**src/rtl/mem_burst_reader.sv**
```systemverilog
// Burst read engine: drives eight consecutive RAM read addresses per cycle
// and streams the captured words as masked 8-lane beats.
module mem_burst_reader #(
    parameter int DATA_WIDTH = 32,
    parameter int ADDR_WIDTH = 10
) (
    input  logic                    clk,
    input  logic                    rst,
    input  logic                    start_i,
    input  logic [ADDR_WIDTH-1:0]   base_addr_i,
    input  logic [ADDR_WIDTH:0]     count_i,
    output logic                    busy_o,
    output logic                    done_o,
    output logic [ADDR_WIDTH-1:0]   read_addr0_o,
    output logic [ADDR_WIDTH-1:0]   read_addr1_o,
    output logic [ADDR_WIDTH-1:0]   read_addr2_o,
    output logic [ADDR_WIDTH-1:0]   read_addr3_o,
    output logic [ADDR_WIDTH-1:0]   read_addr4_o,
    output logic [ADDR_WIDTH-1:0]   read_addr5_o,
    output logic [ADDR_WIDTH-1:0]   read_addr6_o,
    output logic [ADDR_WIDTH-1:0]   read_addr7_o,
    input  logic [DATA_WIDTH-1:0]   mem_data0_i,
    input  logic [DATA_WIDTH-1:0]   mem_data1_i,
    input  logic [DATA_WIDTH-1:0]   mem_data2_i,
    input  logic [DATA_WIDTH-1:0]   mem_data3_i,
    input  logic [DATA_WIDTH-1:0]   mem_data4_i,
    input  logic [DATA_WIDTH-1:0]   mem_data5_i,
    input  logic [DATA_WIDTH-1:0]   mem_data6_i,
    input  logic [DATA_WIDTH-1:0]   mem_data7_i,
    output logic                    beat_valid_o,
    input  logic                    beat_ready_i,
    output logic [8*DATA_WIDTH-1:0] beat_data_o,
    output logic [7:0]              beat_mask_o,
    output logic                    beat_last_o
);

    localparam int AW1 = ADDR_WIDTH + 1;

    typedef enum logic {
        IDLE,
        RUN
    } state_t;

    state_t                  state;
    logic [ADDR_WIDTH-1:0]   cur_addr;
    logic [AW1-1:0]          remaining;
    logic [DATA_WIDTH-1:0]   mem [8];
    logic                    fetch;
    logic [8*DATA_WIDTH-1:0] fetch_data;
    logic [7:0]              fetch_mask;
    logic                    fetch_last;
    logic [AW1-1:0]          take;

    assign mem[0] = mem_data0_i;
    assign mem[1] = mem_data1_i;
    assign mem[2] = mem_data2_i;
    assign mem[3] = mem_data3_i;
    assign mem[4] = mem_data4_i;
    assign mem[5] = mem_data5_i;
    assign mem[6] = mem_data6_i;
    assign mem[7] = mem_data7_i;

    // Each lane wraps on its own, so base 1020 yields 1020..1023, 0..3.
    assign read_addr0_o = cur_addr;
    assign read_addr1_o = cur_addr + ADDR_WIDTH'(1);
    assign read_addr2_o = cur_addr + ADDR_WIDTH'(2);
    assign read_addr3_o = cur_addr + ADDR_WIDTH'(3);
    assign read_addr4_o = cur_addr + ADDR_WIDTH'(4);
    assign read_addr5_o = cur_addr + ADDR_WIDTH'(5);
    assign read_addr6_o = cur_addr + ADDR_WIDTH'(6);
    assign read_addr7_o = cur_addr + ADDR_WIDTH'(7);

    always_comb begin
        fetch_data = '0;
        fetch_mask = '0;
        for (int k = 0; k < 8; k++) begin
            if (AW1'(k) < remaining) begin
                fetch_mask[k] = 1'b1;
                fetch_data[k*DATA_WIDTH +: DATA_WIDTH] = mem[k];
            end
        end
        fetch_last = (remaining <= AW1'(8));
        take       = fetch_last ? remaining : AW1'(8);
    end

    assign fetch = (state == RUN) && (remaining != '0)
                && (!beat_valid_o || beat_ready_i);

    always_ff @(posedge clk or posedge rst) begin
        if (rst) begin
            state        <= IDLE;
            cur_addr     <= '0;
            remaining    <= '0;
            busy_o       <= 1'b0;
            done_o       <= 1'b0;
            beat_valid_o <= 1'b0;
            beat_data_o  <= '0;
            beat_mask_o  <= '0;
            beat_last_o  <= 1'b0;
        end else begin
            done_o <= 1'b0;
            unique case (state)
                IDLE: begin
                    if (start_i) begin
                        if (count_i != '0) begin
                            cur_addr  <= base_addr_i;
                            remaining <= count_i;
                            busy_o    <= 1'b1;
                            state     <= RUN;
                        end else begin
                            done_o <= 1'b1;
                        end
                    end
                end
                RUN: begin
                    if (fetch) begin
                        beat_data_o  <= fetch_data;
                        beat_mask_o  <= fetch_mask;
                        beat_last_o  <= fetch_last;
                        remaining    <= remaining - take;
                        cur_addr     <= cur_addr + ADDR_WIDTH'(8);
                        beat_valid_o <= 1'b1;
                    end else if (beat_valid_o && beat_ready_i) begin
                        beat_valid_o <= 1'b0;
                    end
                    // The last beat leaves remaining at zero, so no fetch competes here.
                    if (beat_valid_o && beat_ready_i && beat_last_o) begin
                        beat_valid_o <= 1'b0;
                        busy_o       <= 1'b0;
                        done_o       <= 1'b1;
                        state        <= IDLE;
                    end
                end
                default: state <= IDLE;
            endcase
        end
    end

endmodule

```
**config.mk**
```make
export PLATFORM = sky130hd
export DESIGN_NAME = mem_burst_reader
export DESIGN_NICKNAME = d
export VERILOG_FILES = /design/src/rtl/mem_burst_reader.sv
export SDC_FILE = /design/constraint.sdc
export NUM_CORES = 1
export LEC_CHECK = 0
export ABC_AREA = 1
export CORE_AREA = 2 2 246 248
export DETAILED_ROUTE_END_ITERATION = 6
export DIE_AREA = 0 0 248 250
export PLACE_DENSITY_LB_ADDON = 0.25
export SKIP_CTS_REPAIR_TIMING = 1
export SLEW_MARGIN = 40
export SYNTH_ARGS = -nofsm -noshare
export SYNTH_HDL_FRONTEND = slang
export SYNTH_SLANG_ARGS = --single-unit
```
**constraint.sdc**
```tcl
create_clock -name clk -period 15.03 [get_ports clk]
set_clock_uncertainty 0.15 [all_clocks]
set_input_delay 3.7575 -clock clk [delete_from_list [all_inputs] [get_ports clk]]
set_output_delay 3.7575 -clock clk [all_outputs]
set_load 0.01 [all_outputs]
```
After elaboration in Yosys (flattened, before gate mapping)
Cells that the tools add are included.
Word-level totals
  flip-flop bits (word level): 290
  word-level logic and storage cells: 85
  latch bits: 0
  memories kept: 0
  memory bits (read-only): 0
  output and inout port bits: 348
  bits of input ports: 281
  memory bits (writable): 0
Cells by class
  reduce and logical (&&, ||, !) cells: 13
  bitwise logic cells: 1
  add/sub/neg operators: 9
  $mul: 0
  magnitude comparators: 9
  shift-type cells: 0
  divide/modulo/power cells: 0
  muxes and demuxes: 40
  eq/ne operators: 4
Operators by type and width (count)
  two-way mux 32 bit: 8
  less-than comparator 3 x 11 -> 1 bit, first input constant: 4
  two-way mux 11 bit: 4
  adder 10 x 3 -> 10 bit, second input constant: 4
  two-way mux 10 bit: 3
  less-than comparator 1 x 11 -> 1 bit, first input constant: 2
  less-than comparator 2 x 11 -> 1 bit, first input constant: 2
  case mux 11 bit (2 select lines): 1
  nonzero test 11 bit: 2
  adder 10 x 2 -> 10 bit, second input constant: 2
  two-way mux 1 bit: 20
  case mux 10 bit (2 select lines): 1
  <= comparator 11 x 4 -> 1 bit, second input constant: 1
  subtractor 11 bit: 1
  adder 10 x 1 -> 10 bit, second input constant: 1
  adder 10 x 4 -> 10 bit, second input constant: 1
  case mux 1 bit (2 select lines): 3
  AND reduction 3 bit: 2
  logical AND 1 bit: 4
  inequality test 2 x 1 -> 1 bit, second input constant: 2
  inequality test 2 bit, second input constant: 2
  AND reduction 2 bit: 2
  nonzero test 3 bit: 1
  zero test 1 bit: 1
  other kinds (2): 2

Longest topological paths before layout
  word-level depth: 5
  mapped depth: 14
  gate-level depth less buffers: 14

Worst setup path after synthesis
No wires, ideal clock.
  kind: flip-flop to output port
  start point: reg cur_addr[0] (netlist: read_addr0_o[0])
  end point: out read_addr7_o[6]
  cell stages (with the launch flop): 7
  setup slack: 9304 ps
  buffers on the path: 1
  data required time: 11123 ps
  arrival time: 1819 ps
  cell sequence: dfrtp_1 clkbuf_1 inv_1 ha_1 o21ai_0 nand2_1 xor2_1
On the way
  word-level cells in the longest chain between the ends: 1
Ends and longest elaborated chain
  from (decl): RTL line 45  | logic [ADDR_WIDTH-1:0] cur_addr;
  from (signal assigned): RTL line 106  | cur_addr <= base_addr_i;
  from (signal assigned): RTL line 121  | cur_addr <= cur_addr + ADDR_WIDTH'(8);
  adder 10 x 3 -> 10 bit: RTL line 71  | assign read_addr7_o = cur_addr + ADDR_WIDTH'(7);
  to (decl): RTL line 21  | output logic [ADDR_WIDTH-1:0] read_addr7_o,
No other way between the ends.

Worst setup path in the final report
  start point: reg cur_addr[0] (netlist: read_addr0_o[0])
  end point: out read_addr7_o[8]
The elaborated chain is that of the path after synthesis.

==> results_dict.tcl <==
set metrics [dict create \
    final-hold-violation-count 0 \
    syn-cell-area_sq_um 12500 \
    globalRouteOverflowTotal 0 \
    vias 11700 \
    synth.distinct_cells 34 \
    finalCriticalPeriod_ns 7.14 \
    critical_path.endpoint_type "primary output" \
    drt_first_pass_iters 4 \
    std_cell_rows 90 \
    number_of_clock_buffers_inserted_by_tritoncts 37 \
    die_height_um 250 \
    power.density_cell_area_nw_per_um2 225 \
    post-route-drc-count 0 \
    fillCellCount 6156 \
    max_clock_freq_ghz 0.140 \
    max-clock-path-buffers 3 \
    crit_arrival_ns 3.24 \
    core_area_sq_um 59600 \
    rsz_0062_raised_after_global_routing "false" \
    dp_hpwl_um 35600 \
    timing.hold.worst.class "register to register" \
    antenna_left 0 \
    cap_viol_max_count 0 \
    grt_first_pass_wirelength_um 72800 \
    cts_htree_levels 2 \
    syn2layout_area_growth_pct 65.7 \
    synth_cells 1423 \
    timing.final.max_slew_violations 0 \
    drt-initial-drc-count 561 \
    dieArea_sq_um 62000 \
    most_common_library_cell_in_the_layout_ignoring_fill_and_taps "clkdlybuf4s50_1" \
    total_negative_setup_slack_ns 0 \
    die_w_um 248 \
    cpPeakStageDelay_ns 0.74 \
    grt_use_total 0.151 \
    tritoncts_num_sinks 290 \
    routed_wl_um 48500 \
    static-leakage-power_nw 9.44 \
    post_route_cells_drive_above_1_share 0.0471 \
    post_drt_via_cell_ratio 4.14 \
    grt_start_max_net_pins 95 \
    post-route-period-util 0.475 \
    setup_viol 0 \
    crit_fanout 16 \
    result_of_the_run "completed" \
    relSlewSlack 0.473 \
    cts_tree "yes" \
    nNetsFinal 2306 \
    setup.worst_path.start_class "register" \
    detail_route.wl_per_cell_um 17.2 \
    final_standard_cell_utilization_of_the_core 0.349 \
    io_pins 629 \
    series_of_cell_instances_along_the_critical_path "inv_1, ha_1, o21ai_0, nand2_1, xor2_1, clkdlybuf4s50_1" \
    worst_hold_slack_ns 0.326 \
    tightest_slew_ns 0.789 \
    initial_utilization 0.211 \
    antenna_found_initial 8 \
    critical_path_required_ns 11.12 \
    gp_congestion 0.848 \
    largest_voltage_drop_on_the_vdd_net_mv 0.140 \
    port_buffers 628 \
    most-common-layout-cells "clkdlybuf4s50_1 (628), nand2_1 (522), dfrtp_1 (289)" \
    synth_net_count 1715 \
    synth_warnings 0 \
    synth_seq_cells 290 \
    path_class "register to primary output" \
    seq_total_area_yosys 0.579 \
    critPathSlowestCell "dfrtp_1" \
    synthesis.area_per_instance_sq_um 8.81 \
    first_global_vias 12000 \
    cts.root.buffer_cell "clkbuf_16" \
    cts.reportedPaths.clkPinSlew_ns 0.06 \
    worst_skew_pair.late_latency_ns 0.53 \
]
==> where the power goes <==
group	switching [mW]	internal, mW
logic	1.15	1.20
registers	0.262	1.16
clock network	0.351	0.561
==> critical path, delay by kind of cell, from the launching register on <==
| family | cells | cell delay [ns] |
|---|---|---|
| AOI/OAI and AO/OA | 1 | 0.47 |
| adders and majority gates | 1 | 0.34 |
| buffers and inverters | 2 | 0.81 |
| and+or+nand+nor | 1 | 0.12 |
| xor gates and xnor gates | 1 | 0.22 |
| DFF | 1 | 0.74 |
==> synthesized netlist by cell type, drive strengths merged <==
master / number / area [sq um]
a31oi: 2 / 12.5
a22oi: 1 / 7.51
nand4: 3 / 18.8
or2: 1 / 6.26
clkinv: 2 / 7.51
a22o: 32 / 280
inv: 108 / 408
xnor2: 3 / 26.3
conb: 1 / 3.75
dfrtp: 290 / 7260
nor2: 37 / 141
clkbuf: 33 / 124
nand2: 524 / 1970
ha: 11 / 138
o211ai: 9 / 81.3
nor4: 2 / 12.5
nand3: 18 / 90.1
a21oi: 10 / 65.1
nor3: 4 / 20.0
o21ai: 233 / 1170
xor2: 40 / 350
buf: 59 / 352
==> flip-flops by register name, indices dropped and copies added, names as in the netlist <==
register      flops
beat_data_o     256
beat_last_o       1
beat_mask_o       8
beat_valid_o      1
busy_o            1
done_o            1
read_addr0_o     10
remaining        11
state             1
==> routing by layer <==
metal,global-route usage,part of all wire
met5,0,0.0011
met4,0.0399,0.017
met3,0.0467,0.085
met2,0.260,0.49
met1,0.181,0.41
==> worst paths after layout <==
path	cells after the start	from	end	slack, ns
max	6	read_addr0_o[0]$_DFFE_PP0P_	read_addr7_o[8]	7.89
min	2	beat_data_o[13]$_DFFE_PP0P_	beat_data_o[13]$_DFFE_PP0P_	0.33
max reg2reg	13	remaining[4]$_DFFE_PP0P_	remaining[4]$_DFFE_PP0P_	11.08
min reg2reg	2	beat_data_o[13]$_DFFE_PP0P_	beat_data_o[13]$_DFFE_PP0P_	0.33
max in group asynchronous	4	rst	state$_DFF_PP0_	9.32
min in group asynchronous	2	rst	beat_data_o[75]$_DFFE_PP0P_	3.58
==> logic make-up after synthesis <==
family / synth area share
adders and majority gates: 0.0110
DFF: 0.579
xor gates and xnor gates: 0.0300
AOI/OAI and AO/OA: 0.129
and+or+nand+nor: 0.180
buffers and inverters: 0.0710
other: 0.000299
==> final cells by class <==
type | count | area (sq um) | share of cell area
multi-input combinational | 931 | 4410 | 0.212
timing repair buffer | 644 | 6460 | 0.311
sequential | 290 | 7260 | 0.349
antenna | 3 | 7.51 | 0.000361
tap | 782 | 978 | 0.0471
clock inverter | 8 | 97.6 | 0.00469
clock buffer | 57 | 1150 | 0.0555
inverter | 110 | 423 | 0.0203
==> metrics by stage <==
| step | instances | power [mW] | setup slack, ns | cell area (sq um) |
|---|---|---|---|---|
| 4_1_cts | 2822 | 4.76 | 7.80 | 20800 |
| 2_1_floorplan | 1423 | 2.40 | 3.12 | 12500 |
| 3_3_place_gp | 2754 | 3.78 | 7.46 | 19400 |
| 6_report | 2825 | 4.68 | 7.89 | 20800 |
| 3_5_place_dp | 2757 | 3.81 | 8.09 | 19500 |
| 5_1_grt | 2824 | 5.01 | 7.72 | 20800 |
Note: power is estimated with default switching activity, not from simulation.
